**src/rtl/lsu_pkg.sv**
```systemverilog
// Shared load/store encodings and FSM state type for the LSU memory controller
// and the downstream load_data_path.
package lsu_pkg;

  localparam logic [2:0] LOAD_BYTE  = 3'b000;
  localparam logic [2:0] LOAD_HALF  = 3'b001;
  localparam logic [2:0] LOAD_WORD  = 3'b010;
  localparam logic [2:0] LOAD_BYTEU = 3'b100;
  localparam logic [2:0] LOAD_HALFU = 3'b101;

  localparam logic [2:0] STORE_B = 3'b000;
  localparam logic [2:0] STORE_H = 3'b001;
  localparam logic [2:0] STORE_W = 3'b010;

  typedef enum logic [1:0] {
    ST_IDLE  = 2'd0,
    ST_ISSUE = 2'd1,
    ST_WAIT  = 2'd2,
    ST_RESP  = 2'd3
  } lsu_state_e;

  function automatic logic funct3_illegal(input logic we, input logic [2:0] f3);
    logic bad;
    bad = 1'b1;
    if (we) begin
      case (f3)
        STORE_B, STORE_H, STORE_W: bad = 1'b0;
        default:                   bad = 1'b1;
      endcase
    end else begin
      case (f3)
        LOAD_BYTE, LOAD_HALF, LOAD_WORD, LOAD_BYTEU, LOAD_HALFU: bad = 1'b0;
        default:                                                 bad = 1'b1;
      endcase
    end
    return bad;
  endfunction

endpackage

```
**src/rtl/lsu_store_align.sv**
```systemverilog
// Combinational store lane steering: byte enables, replicated store data and
// natural-alignment check for the access size encoded in funct3[1:0].
module lsu_store_align
  import lsu_pkg::*;
(
  input  logic        i_we,
  input  logic [2:0]  i_funct3,
  input  logic [1:0]  i_offset,
  input  logic [31:0] i_wdata,
  output logic [3:0]  o_be,
  output logic [31:0] o_wdata,
  output logic        o_misalign
);

  // Loads always read the full word; extraction happens in load_data_path.
  always_comb begin
    o_be       = 4'b1111;
    o_wdata    = 32'd0;
    o_misalign = 1'b0;
    case (i_funct3[1:0])
      2'b00: begin
        if (i_we) begin
          o_be    = 4'b0001 << i_offset;
          o_wdata = {4{i_wdata[7:0]}};
        end
      end
      2'b01: begin
        o_misalign = i_offset[0];
        if (i_we) begin
          o_be    = 4'b0011 << i_offset;
          o_wdata = {2{i_wdata[15:0]}};
        end
      end
      2'b10: begin
        o_misalign = (i_offset != 2'b00);
        if (i_we) o_wdata = i_wdata;
      end
      default: ;
    endcase
  end

endmodule

```
**src/rtl/lsu_mem_ctrl.sv**
```systemverilog
// Load/store controller: accepts one request, checks it, runs the memory
// valid/ready handshake and returns a one-cycle registered response.
//
// state    | meaning
// ST_IDLE  | ready for a new request
// ST_ISSUE | memory request held on o_mem_* until i_mem_ready
// ST_WAIT  | load issued, waiting for i_mem_rvalid or timeout
// ST_RESP  | o_rsp_valid pulse with registered response fields
module lsu_mem_ctrl
  import lsu_pkg::*;
#(
  parameter int ADDR_W  = 32,
  parameter int TIMEOUT = 255
) (
  input  logic              i_clk,
  input  logic              i_rst_n,
  input  logic              i_req_valid,
  output logic              o_req_ready,
  input  logic              i_req_we,
  input  logic [ADDR_W-1:0] i_req_addr,
  input  logic [31:0]       i_req_wdata,
  input  logic [2:0]        i_req_funct3,
  output logic              o_mem_valid,
  input  logic              i_mem_ready,
  output logic              o_mem_we,
  output logic [ADDR_W-1:0] o_mem_addr,
  output logic [31:0]       o_mem_wdata,
  output logic [3:0]        o_mem_be,
  input  logic              i_mem_rvalid,
  input  logic [31:0]       i_mem_rdata,
  output logic              o_rsp_valid,
  output logic [31:0]       o_rsp_rdata,
  output logic [1:0]        o_rsp_offset,
  output logic [2:0]        o_rsp_load_type,
  output logic              o_rsp_err
);

  localparam int CNT_W = $clog2(TIMEOUT + 1);

  lsu_state_e        r_state, w_state_nxt;
  logic              r_we;
  logic [ADDR_W-1:0] r_addr;
  logic [1:0]        r_offset;
  logic [2:0]        r_funct3;
  logic [3:0]        r_be;
  logic [31:0]       r_wdata;
  logic [CNT_W-1:0]  r_cnt;
  logic [31:0]       r_rsp_rdata;
  logic [1:0]        r_rsp_offset;
  logic [2:0]        r_rsp_type;
  logic              r_rsp_err;

  logic [3:0]  w_be;
  logic [31:0] w_wdata;
  logic        w_misalign, w_bad, w_accept, w_timeout, w_issue;

  lsu_store_align u_align (
    .i_we       (i_req_we),
    .i_funct3   (i_req_funct3),
    .i_offset   (i_req_addr[1:0]),
    .i_wdata    (i_req_wdata),
    .o_be       (w_be),
    .o_wdata    (w_wdata),
    .o_misalign (w_misalign)
  );

  assign w_accept  = i_req_valid && (r_state == ST_IDLE);
  assign w_bad     = w_misalign || funct3_illegal(i_req_we, i_req_funct3);
  // Counter value before this cycle's increment; the increment reaching TIMEOUT ends the wait.
  assign w_timeout = (r_cnt == CNT_W'(TIMEOUT - 1));

  always_ff @(posedge i_clk or negedge i_rst_n) begin
    if (!i_rst_n) r_state <= ST_IDLE;
    else          r_state <= w_state_nxt;
  end

  always_comb begin
    w_state_nxt = r_state;
    case (r_state)
      ST_IDLE:  if (w_accept) w_state_nxt = w_bad ? ST_RESP : ST_ISSUE;
      ST_ISSUE: if (i_mem_ready) w_state_nxt = r_we ? ST_RESP : ST_WAIT;
      ST_WAIT:  if (i_mem_rvalid || w_timeout) w_state_nxt = ST_RESP;
      ST_RESP:  w_state_nxt = ST_IDLE;
      default:  w_state_nxt = ST_IDLE;
    endcase
  end

  always_ff @(posedge i_clk or negedge i_rst_n) begin
    if (!i_rst_n) begin
      r_we         <= 1'b0;
      r_addr       <= '0;
      r_offset     <= 2'd0;
      r_funct3     <= 3'd0;
      r_be         <= 4'd0;
      r_wdata      <= 32'd0;
      r_cnt        <= '0;
      r_rsp_rdata  <= 32'd0;
      r_rsp_offset <= 2'd0;
      r_rsp_type   <= 3'd0;
      r_rsp_err    <= 1'b0;
    end else begin
      case (r_state)
        ST_IDLE: begin
          if (w_accept) begin
            r_we     <= i_req_we;
            r_addr   <= {i_req_addr[ADDR_W-1:2], 2'b00};
            r_offset <= i_req_addr[1:0];
            r_funct3 <= i_req_funct3;
            r_be     <= w_be;
            r_wdata  <= w_wdata;
            if (w_bad) begin
              r_rsp_rdata  <= 32'd0;
              r_rsp_offset <= i_req_addr[1:0];
              r_rsp_type   <= i_req_funct3;
              r_rsp_err    <= 1'b1;
            end
          end
        end
        ST_ISSUE: begin
          if (i_mem_ready) begin
            r_cnt <= '0;
            if (r_we) begin
              r_rsp_rdata  <= 32'd0;
              r_rsp_offset <= r_offset;
              r_rsp_type   <= r_funct3;
              r_rsp_err    <= 1'b0;
            end
          end
        end
        ST_WAIT: begin
          if (i_mem_rvalid || w_timeout) begin
            r_rsp_rdata  <= i_mem_rvalid ? i_mem_rdata : 32'd0;
            r_rsp_offset <= r_offset;
            r_rsp_type   <= r_funct3;
            r_rsp_err    <= !i_mem_rvalid;
          end
          if (!i_mem_rvalid) r_cnt <= r_cnt + 1'b1;
        end
        default: ;
      endcase
    end
  end

  assign w_issue         = (r_state == ST_ISSUE);
  assign o_req_ready     = (r_state == ST_IDLE);
  assign o_mem_valid     = w_issue;
  assign o_mem_we        = w_issue && r_we;
  assign o_mem_addr      = w_issue ? r_addr : '0;
  assign o_mem_be        = w_issue ? r_be : 4'd0;
  assign o_mem_wdata     = w_issue ? r_wdata : 32'd0;
  assign o_rsp_valid     = (r_state == ST_RESP);
  assign o_rsp_rdata     = r_rsp_rdata;
  assign o_rsp_offset    = r_rsp_offset;
  assign o_rsp_load_type = r_rsp_type;
  assign o_rsp_err       = r_rsp_err;

endmodule

```
**config.mk**
```make
export PLATFORM = sky130hd
export DESIGN_NAME = lsu_mem_ctrl
export DESIGN_NICKNAME = d
export VERILOG_FILES = /design/src/rtl/lsu_pkg.sv /design/src/rtl/lsu_store_align.sv /design/src/rtl/lsu_mem_ctrl.sv
export SDC_FILE = /design/constraint.sdc
export NUM_CORES = 1
export LEC_CHECK = 0
export BUFFER_PORTS_ARGS = -buffer_cell sky130_fd_sc_hd__buf_2
export CORE_MARGIN = 3
export CORE_UTILIZATION = 40
export DETAILED_ROUTE_END_ITERATION = 6
export PLACE_DENSITY = 0.7
export REMOVE_ABC_BUFFERS = 1
export SETUP_SLACK_MARGIN = 0.5
export SLEW_MARGIN = 20
export SYNTH_ARGS = -nofsm -noshare
export SYNTH_HDL_FRONTEND = slang
export SYNTH_SLANG_ARGS = --single-unit
export TNS_END_PERCENT = 10
```
**constraint.sdc**
```tcl
create_clock -name i_clk -period 3.15 [get_ports i_clk]
set_input_delay 0.63 -clock i_clk [delete_from_list [all_inputs] [get_ports i_clk]]
set_output_delay 0.63 -clock i_clk [all_outputs]
set_load 0.01 [all_outputs]
```
==> results.sh, run 1 <==
export IMPL_cp_arrival_ps=1920
export IMPL_placedCellCount=916
export IMPL_place_congestion=0.8930
export IMPL_post_cts_buffers=0
export IMPL_required_ps=2520
export IMPL_critPathMaxStageDelay_ps=420
export IMPL_cp_cell_sequence="inv_1 -> ha_2 -> buf_8 -> and2_1 -> buf_2"
export IMPL_die_x_um=128.3
export IMPL_synth_top_area_frac=0.5016
export IMPL_clock_path_buffers=2
export IMPL_slew_viol_final=0
export IMPL_setup_tns_ps=0
export IMPL_skew_ps=8.045
export IMPL_clock_sinks=120
export IMPL_timing_final_crit_period_ps=2551
export IMPL_dp_hpwl_um=11250
export IMPL_synthDistinctLibCells=48
export IMPL_clockRootBuffer="clkbuf_16"
export IMPL_io_buffer_count=212
export IMPL_rows=44
export IMPL_yosys_area_share_simple=0.1645
export IMPL_hp_class="input port to async pin"
export IMPL_dr_pass1_iters=4
export IMPL_tightest_slew_ps=706.9
export IMPL_synth_area_top_cells="dfrtp_1, mux2_2, and2_1, mux2_4, and3_1"
export IMPL_critPathMaxFanout=68
export IMPL_async_reset_ff_frac=1.000
export IMPL_synth_area_leader_cell="dfrtp_1"
export IMPL_die_area_um2=16470
export IMPL_overflow=0
export IMPL_synth_top_family_by_area="simple AND/OR/NAND/NOR gates"
export IMPL_finalHoldViolCount=0
export IMPL_yosysWarnings=0
export IMPL_grt_max_degree=82
export IMPL_antenna_found_initial=1
export IMPL_initial_utilization=0.4104
export IMPL_synthAdderAreaFrac=0.03135
export IMPL_drv_cap=0
export IMPL_pre_cts_ws_ps=343.6
export IMPL_synth_top_cells_by_count="dfrtp_1, and2_1, mux2_2"
export IMPL_insertion_delay_ps=420
export IMPL_fin_nets=871
export IMPL_fin_cells=948
export IMPL_power_density_nw_per_um2=950.6
export IMPL_synth_most_common_cell="dfrtp_1"
export IMPL_synth_edff_count=0
export IMPL_ant_nets=0
export IMPL_ioPinCount=215
export IMPL_ir_worst_vdd_mv=0.6601
export IMPL_synth_xor_area_share=0.004389
export IMPL_status="finished clean"
export IMPL_ys_ff_latch=120
export IMPL_wl_per_cell_um=16.54
export IMPL_total_power_w=0.007410
export IMPL_syn_cell_area_um2=5987
export IMPL_path_buf_inv=3
export IMPL_setup_slack_ps=598.7
export IMPL_viasPerCell=5.146
export IMPL_cts_tree="yes"
export IMPL_fmaxAchievable_mhz=392.0
export IMPL_slowest_stage="dfrtp_1"
export IMPL_coreArea_um2=14590
export IMPL_drt_iter0_markers=254
export IMPL_criticalPathCategory="flop to output port"
export IMPL_muxShareOfSynthArea=0.1434
export IMPL_vias=4878
export IMPL_ys_seq_area_frac=0.5016
export IMPL_grt_use_total=0.1918
export IMPL_clk_pin_slew_ps=60
export IMPL_ctsHtreeMaxLevel=4
export IMPL_detail_route_drc_violations=0
export IMPL_relSlewSlack=0.5287
export IMPL_n_fill_cell=1298
export IMPL_finalSetupViolations=0
export IMPL_first_global_vias=4886
export IMPL_num_antenna_cells=0
export IMPL_grt_pass1_wl_um=25270
export IMPL_synth_compound_area_frac=0.1118
export IMPL_synth_area_per_cell_um2=10.95
export IMPL_finalWirelength_um=15680
export IMPL_synth_main_ff_cell="dfrtp_1"
export IMPL_area_growth_pct=30.20
export IMPL_endpoint_kind="output port"
export IMPL_drive_above_1_share=0.4254
export IMPL_p_leak_nw=4.142
export IMPL_synth_cells=547
export IMPL_rsz0062_at_grt="no"
export IMPL_die_h_um=128.3
export IMPL_critical_path_top_delay_family="buffers and inverters"
export IMPL_cp_start_kind="flop"
export IMPL_timing_final_crit_share=0.8099
export IMPL_cts_buffers=17
==> registers in the layout, summed over array words and instances, names as in the netlist <==
register,flops
o_rsp_err,1
o_rsp_load_type,3
o_rsp_offset,2
o_rsp_rdata,32
r_addr,30
r_be,4
r_cnt,8
r_funct3,3
r_offset,2
r_state,2
r_wdata,32
r_we,1
==> cell usage in the layout (no fill, tap or decap), drive strengths merged, types with 7 or more instances in the layout <==
| cell | count |
|---|---|
| a31oi | 7 |
| a22o | 8 |
| a22oi | 15 |
| and3 | 34 |
| dfrtp | 120 |
| nor2 | 11 |
| nand2 | 42 |
| o21ai | 40 |
| buf | 223 |
| ha | 15 |
| mux2 | 65 |
| inv | 14 |
| a21oi | 26 |
| nor2b | 9 |
| and2 | 69 |
| clkbuf | 21 |
| mux2i | 7 |
==> cells by family after synthesis <==
| logic type | after synthesis |
|---|---|
| AND/OR/NAND/NOR | 177 |
| flip-flops | 120 |
| AO/OA/AOI/OAI | 107 |
| multiplexers | 72 |
| buffers and inverters | 52 |
| adder cells (fa/ha/maj) | 15 |
| XOR/XNOR | 3 |
| other | 1 |
==> power breakdown <==
| part | internal [W] | switching [W] | total (W) |
|---|---|---|---|
| Sequential | 0.00221 | 0.000352 | 0.00257 |
| Clock | 0.00120 | 0.000693 | 0.00190 |
| Combinational | 0.00141 | 0.00154 | 0.00295 |
| Total | 0.00482 | 0.00259 | 0.00741 |
==> repair_timing <==
item | 4_1_cts | 5_1_grt
hold buffers | 0 | 0
endpoints found under the hold margin | 0 | 0
setup endpoints to repair | 67 | 35
gates resized for setup | 1 | 2
==> layout make-up <==
type	instances	area, µm²	share of cell area
clock buffer	21	460.4	0.05907
clock inverter	11	122.6	0.01573
inverter	13	48.80	0.006260
multi-input combinational	376	2739	0.3514
sequential	120	3003	0.3852
tap	184	230.2	0.02953
timing repair buffer	223	1191	0.1528
==> through the flow <==
stage / hold slack (ps) / util / area, µm²
after floorplan: 334.4 / - / 5786
after CTS: 292.8 / 0.5340 / 7791
after global routing: 311.3 / 0.5343 / 7795
after global placement: 450.0 / 0.4938 / 7204
after detailed placement: 450.7 / 0.4938 / 7204
final: 266.4 / 0.5343 / 7795
==> layer usage <==
| metal | share of wire | vias to the layer above | GRT usage |
|---|---|---|---|
| li1 | - | 2303 | - |
| met1 | 0.43 | 2331 | 0.2532 |
| met2 | 0.46 | 223 | 0.3019 |
| met3 | 0.094 | 19 | 0.06517 |
| met4 | 0.013 | 2 | 0.05556 |
| met5 | 0.00070 | - | 0 |
==> path summary, 6_finish.rpt <==
check / startpoint / to / slack [ps] / cells past startpoint
hold / removal: i_rst_n / r_addr[24] / 270 / 1
setup reg to reg: r_state[0] / o_rsp_rdata[31] / 680 / 8
hold reg to reg: r_wdata[6] / r_wdata[6] / 460 / 2
min in group i_clk: i_req_addr[21] / r_addr[21] / 450 / 2
setup / recovery: r_state[1] / o_mem_wdata[16] / 600 / 5
max in group asynchronous: i_rst_n / r_cnt[3] / 2080 / 2
Power figures use the tool's default switching activity.
==> run 2, diff against run 1 <==
--- a/config.mk
+++ b/config.mk
@@ -9,7 +9,7 @@
 export CORE_MARGIN = 3
 export CORE_UTILIZATION = 40
 export DETAILED_ROUTE_END_ITERATION = 6
-export PLACE_DENSITY = 0.7
+export PLACE_DENSITY = 0.72
 export REMOVE_ABC_BUFFERS = 1
 export SETUP_SLACK_MARGIN = 0.5
 export SLEW_MARGIN = 20
==> constraint.sdc (replaced) <==
create_clock -name i_clk -period 2.3 [get_ports i_clk]
set_input_delay 0.46 -clock i_clk [delete_from_list [all_inputs] [get_ports i_clk]]
set_output_delay 0.46 -clock i_clk [all_outputs]
set_load 0.01 [all_outputs]
==> run 2 against run 1 <==
Effect of this change:
- worst setup slack lost 410 ps
- via count increased by 1.0%
- cell count increased by 2.6%
- routed wire length is 4.7% higher
- register-to-register slack worse by 460 ps
- largest power group unchanged
- highest routed layer is now met4
==> results.sh, run 2 (synthesized netlist as in run 1, its figures left out) <==
export IMPL_clock_path_buffers=2
export IMPL_required_ps=1840
export IMPL_cts_buffers=17
export IMPL_slew_viol_final=0
export IMPL_clock_sinks=120
export IMPL_critPathMaxFanout=8
export IMPL_power_density_nw_per_um2=1335
export IMPL_drt_iter0_markers=249
export IMPL_rows=44
export IMPL_first_global_vias=4952
export IMPL_coreArea_um2=14590
export IMPL_finalSetupViolations=0
export IMPL_stdcell_area_um2=8210
export IMPL_status="finished clean"
export IMPL_final_common_cell="buf_2"
export IMPL_ctsHtreeMaxLevel=4
export IMPL_cts_tree="yes"
export IMPL_viasPerCell=5.065
export IMPL_p_leak_nw=4.329
export IMPL_drv_cap=0
export IMPL_io_buffer_count=212
export IMPL_critPathMaxStageDelay_ps=440
export IMPL_cp_start_kind="flop"
export IMPL_grt_pass1_wl_um=25960
export IMPL_hold_ws_ps=277.4
export IMPL_slowest_stage="dfrtp_2"
export IMPL_pre_cts_ws_ps=45.16
export IMPL_dpl_cell_area_um2=7320
export IMPL_overflow=0
export IMPL_final_cell_mix="buf_2, dfrtp_1, and2_1"
export IMPL_cp_arrival_ps=1650
export IMPL_clockRootBuffer="clkbuf_16"
export IMPL_skew_ps=11.62
export IMPL_detail_route_drc_violations=0
export IMPL_drive_above_1_share=0.4575
export IMPL_finalHoldViolCount=0
export IMPL_tightest_slew_ps=854.3
export IMPL_cp_cell_sequence="ha_4 -> buf_12 -> clkbuf_16 -> and2_1 -> buf_2"
export IMPL_criticalPathCategory="flop to output port"
export IMPL_timing_final_crit_period_ps=2115
export IMPL_rsz0062_at_grt="yes"
export IMPL_n_fill_cell=1259
export IMPL_ant_nets=0
export IMPL_finalWirelength_um=16420
export IMPL_vias=4928
export IMPL_fmaxAchievable_mhz=472.9
export IMPL_wl_per_cell_um=16.88
export IMPL_num_antenna_cells=0
export IMPL_relSlewSlack=0.4305
export IMPL_setup_slack_ps=185.3
export IMPL_die_h_um=128.3
export IMPL_dp_hpwl_um=11380
export IMPL_place_congestion=0.8325
export IMPL_ioPinCount=215
export IMPL_grt_use_total=0.2009
export IMPL_die_x_um=128.3
export IMPL_top_layer="met4"
export IMPL_timing_final_crit_share=0.9194
export IMPL_path_buf_inv=3
export IMPL_critical_path_top_delay_family="flip-flops"
export IMPL_antenna_found_initial=0
export IMPL_hp_class="input port to flop"
export IMPL_dr_pass1_iters=5
export IMPL_ir_worst_vdd_mv=0.8651
export IMPL_die_area_um2=16470
export IMPL_fin_nets=896
export IMPL_wl_met2_um=7619
export IMPL_grt_max_degree=68
export IMPL_initial_utilization=0.4104
export IMPL_wl_met1_um=7178
export IMPL_wl_met3_um=1459
export IMPL_insertion_delay_ps=420
export IMPL_area_growth_pct=37.14
export IMPL_clk_pin_slew_ps=60
export IMPL_endpoint_kind="output port"
-- run 2: cell count changes in the layout (fill, tap and decap cells not counted), sizes merged --
cell | before | now
buf | 223 | 246
bufinv | 2 | 3
clkbuf | 21 | 19
clkinv | 4 | 5
clkinvlp | 4 | 5
dlygate4sd3 | 0 | 1
-- run 2: timing repair --
action / 4_1_cts / 5_1_grt
resized for setup: 6 / 19
setup buffers: 5 / 3
endpoints found under the setup margin: 166 / 182
endpoints found under the hold margin: 1 / 0
cloned: 3 / 1
hold buffers: 1 / 0
pin swaps: 1 / 2
-- run 2: worst paths after layout --
kind | start | endpoint | slack [ps] | depth (start not counted)
setup reg to reg | r_state[0] | o_rsp_rdata[1] | 220 | 7
min in group asynchronous | i_rst_n | r_wdata[21] | 400 | 2
max in group asynchronous | i_rst_n | r_addr[15] | 1360 | 3
hold reg to reg | r_wdata[6] | r_wdata[6] | 470 | 2
hold / removal | i_req_addr[13] | r_addr[13] | 280 | 2
setup / recovery | r_state[0] | o_mem_wdata[27] | 190 | 5
-- run 2: metal layers --
| layer | GRT usage | up-vias |
|---|---|---|
| li1 | - | 2351 |
| met1 | 0.2681 | 2358 |
| met2 | 0.3166 | 205 |
| met3 | 0.06227 | 14 |
| met4 | 0.05868 | 0 |
| met5 | 0 | - |
-- run 2: power breakdown --
group | internal [W] | switching, W
sequential | 0.00303 | 0.000481
clock | 0.00171 | 0.000995
combinational | 0.00244 | 0.00231
-- run 2: cell type report --
type	count	area (µm²)	area share
flip-flops and latches	120	3004	0.3659
multi-input cells	376	2791	0.3400
repair buffers	248	1530	0.1864
clock buffers	18	429.2	0.05227
well taps	184	230.2	0.02804
clock inverters	14	176.4	0.02149
inverters	13	48.80	0.005943
-- run 2: worst reg2reg max path: cells and delay by family (launching register included) --
family                     cells  cell delay, ps
AOI/OAI and AO/OA              2             360
adders and majority gates      1             220
and+or+nand+nor                2             410
buffers and inverters          1             170
muxes                          1             350
DFF                            1             440
-- run 2: stage by stage --
step	instances	power, W	util	setup TNS, ps
4_1_cts	969	0.01094	0.5546	0
5_1_grt	973	0.01170	0.5628	0
3_3_place_gp	928	0.007678	0.5017	0
3_5_place_dp	928	0.007783	0.5017	0
6_report	973	0.01096	0.5628	0
2_1_floorplan	509	0.006005	-	-57030
==> run 3, diff against run 2 <==
--- a/config.mk
+++ b/config.mk
@@ -9,6 +9,7 @@
 export CORE_MARGIN = 3
 export CORE_UTILIZATION = 40
 export DETAILED_ROUTE_END_ITERATION = 6
+export GPL_TIMING_DRIVEN = 0
 export PLACE_DENSITY = 0.72
 export REMOVE_ABC_BUFFERS = 1
 export SETUP_SLACK_MARGIN = 0.5
==> run 3 against run 2 <==
Effect of this change:
- register-to-register slack worse by 20 ps
- highest routed layer is now met5
- clock power up 2%
- cell count shrank 0.10%
- routed wire length is 1.3% higher
- die area unchanged
- hold slack got worse by 4.9 ps
- non-clock buffer count shrank 2
- first-iteration DRC count increased by 10%
- clock skew shrank 4.7 ps
- sequential power about the same
==> results.sh, run 3 (synthesized netlist as in run 1, its figures left out) <==
export IMPL_grt_max_degree=73
export IMPL_setup_slack_ps=200.8
export IMPL_io_buffer_count=212
export IMPL_skew_ps=6.941
export IMPL_coreArea_um2=14590
export IMPL_dp_hpwl_um=10460
export IMPL_endpoint_kind="flop"
export IMPL_num_antenna_cells=0
export IMPL_switching_share=0.3470
export IMPL_finalHoldViolCount=0
export IMPL_vias=4952
export IMPL_final_cell_mix="buf_2, dfrtp_1, and2_1"
export IMPL_relSlewSlack=0.4689
export IMPL_insertion_delay_ps=420
export IMPL_combPwrFrac=0.455
export IMPL_power_density_nw_per_um2=1382
export IMPL_initial_utilization=0.4104
export IMPL_detail_route_drc_violations=0
export IMPL_grt_use_total=0.1985
export IMPL_ioPinCount=215
export IMPL_die_area_um2=16470
export IMPL_r2r_end="o_rsp_rdata[8]"
export IMPL_timing_final_crit_period_ps=2099
export IMPL_drt_iter0_markers=275
export IMPL_regToRegSetupSlack_ps=200
export IMPL_hold_ws_ps=272.6
export IMPL_worstHoldStart="i_req_addr[21]"
export IMPL_overflow=0
export IMPL_area_growth_pct=38.29
export IMPL_first_global_vias=4967
export IMPL_final_common_cell="buf_2"
export IMPL_slew_viol_final=0
export IMPL_status="finished clean"
export IMPL_grt_pass1_wl_um=25590
export IMPL_cts_buffers=17
export IMPL_sequentialPowerShare=0.304
export IMPL_wl_per_cell_um=17.11
export IMPL_dpl_cell_area_um2=7178
export IMPL_cp_start_kind="flop"
export IMPL_reg2reg_depth=9
export IMPL_finalWirelength_um=16630
export IMPL_pwr_share_clk=0.241
export IMPL_fmaxAchievable_mhz=476.4
export IMPL_ctsHtreeMaxLevel=4
export IMPL_drv_cap=0
export IMPL_clock_sinks=120
export IMPL_antenna_found_initial=1
export IMPL_required_ps=2600
export IMPL_finalSetupViolations=0
export IMPL_fin_util=0.5675
export IMPL_p_leak_nw=4.357
export IMPL_viasPerCell=5.095
export IMPL_criticalPathCategory="flop to flop"
export IMPL_drive_above_1_share=0.4569
export IMPL_cp_startpoint="r_state[0]"
export IMPL_tightest_slew_ps=796.6
export IMPL_rows=44
export IMPL_power_switching_w=0.003970
export IMPL_whs_path_depth=2
export IMPL_cp_arrival_ps=2400
export IMPL_stdcell_area_um2=8279
export IMPL_rsz0062_at_grt="yes"
export IMPL_ir_worst_vdd_mv=0.7803
export IMPL_place_congestion=0.8148
export IMPL_die_h_um=128.3
export IMPL_p_int_w=0.007472
export IMPL_crit_reg2reg_launch="r_state[0]"
export IMPL_ant_nets=0
export IMPL_clockRootBuffer="clkbuf_16"
export IMPL_hp_class="input port to flop"
export IMPL_critPathMaxFanout=8
export IMPL_clock_path_buffers=2
export IMPL_clk_pin_slew_ps=60
export IMPL_total_power_w=0.01144
export IMPL_pre_cts_ws_ps=-743.9
export IMPL_hold_end="r_addr[21]"
export IMPL_dr_pass1_iters=4
export IMPL_n_fill_cell=1257
export IMPL_die_x_um=128.3
export IMPL_cts_tree="yes"
export IMPL_timing_final_crit_share=0.9127
export IMPL_fin_nets=895
==> run 3: changes by cell type in the layout (fill, tap and decap cells not counted), sizes merged <==
cell / change
buf: -4
clkbuf: +2
clkinvlp: -4
inv: +1
and3: +1
clkinv: +3
==> run 3: worst max path at each step <==
stage                                 to  slack, ps  cells past startpoint
after floorplan               r_wdata[0]       -800                      6
after global placement        r_wdata[7]      -2080                      6
after detailed placement  o_rsp_rdata[6]       -740                      8
after CTS                    o_mem_be[0]        220                      5
after global routing      o_rsp_rdata[8]        140                      9
final                     o_rsp_rdata[8]        200                      9
==> run 3: area by class of cell <==
| class | count | area (µm²) | share of cell area |
|---|---|---|---|
| flip-flops and latches | 120 | 3004 | 0.3629 |
| clock inverters | 14 | 173.9 | 0.02101 |
| repair buffers | 246 | 1516 | 0.1832 |
| inverters | 13 | 48.80 | 0.005894 |
| well taps | 184 | 230.2 | 0.02781 |
| multi-input cells | 377 | 2867 | 0.3462 |
| clock buffers | 18 | 439.2 | 0.05305 |
==> run 3: what timing repair did <==
item                                    4_1_cts  5_1_grt
cloned                                        2        3
endpoints found under the setup margin      177      177
gates resized for setup                      22        5
pin swaps                                     3        2
endpoints found under the hold margin        47        0
hold buffers                                  1        0
setup buffers                                20        6
==> run 3: layer usage <==
layer,GRT usage,share of wire,up-vias
li1,-,-,2356
met1,0.2580,0.45,2366
met2,0.3031,0.44,199
met3,0.07472,0.091,29
met4,0.07428,0.019,2
met5,0,0.00078,-
==> run 3: per-stage QoR <==
stage,std cells,setup TNS (ps)
4_1_cts,963,0
3_5_place_dp,908,-26050
5_1_grt,972,0
3_3_place_gp,905,-329070
6_report,972,0
2_1_floorplan,509,-57030
==> run 3: power by group through the flow <==
stage	Clock, W	Sequential, W	Combinational [W]
2_1_floorplan	0	0.00353	0.00247
3_5_place_dp	0	0.00350	0.00404
5_1_grt	0.00295	0.00360	0.00566
6_report	0.00276	0.00348	0.00520
3_3_place_gp	0	0.00345	0.00393
4_1_cts	0.00282	0.00348	0.00490
==> run 3: critical path: stages, from the launching register on <==
cell	delay, ps
dfrtp_2	430
ha_4	230
buf_12	170
nand2b_4	80
o21ai_4	60
a31oi_4	180
and3_4	240
buf_6	120
clkbuf_16	140
mux2_2	320
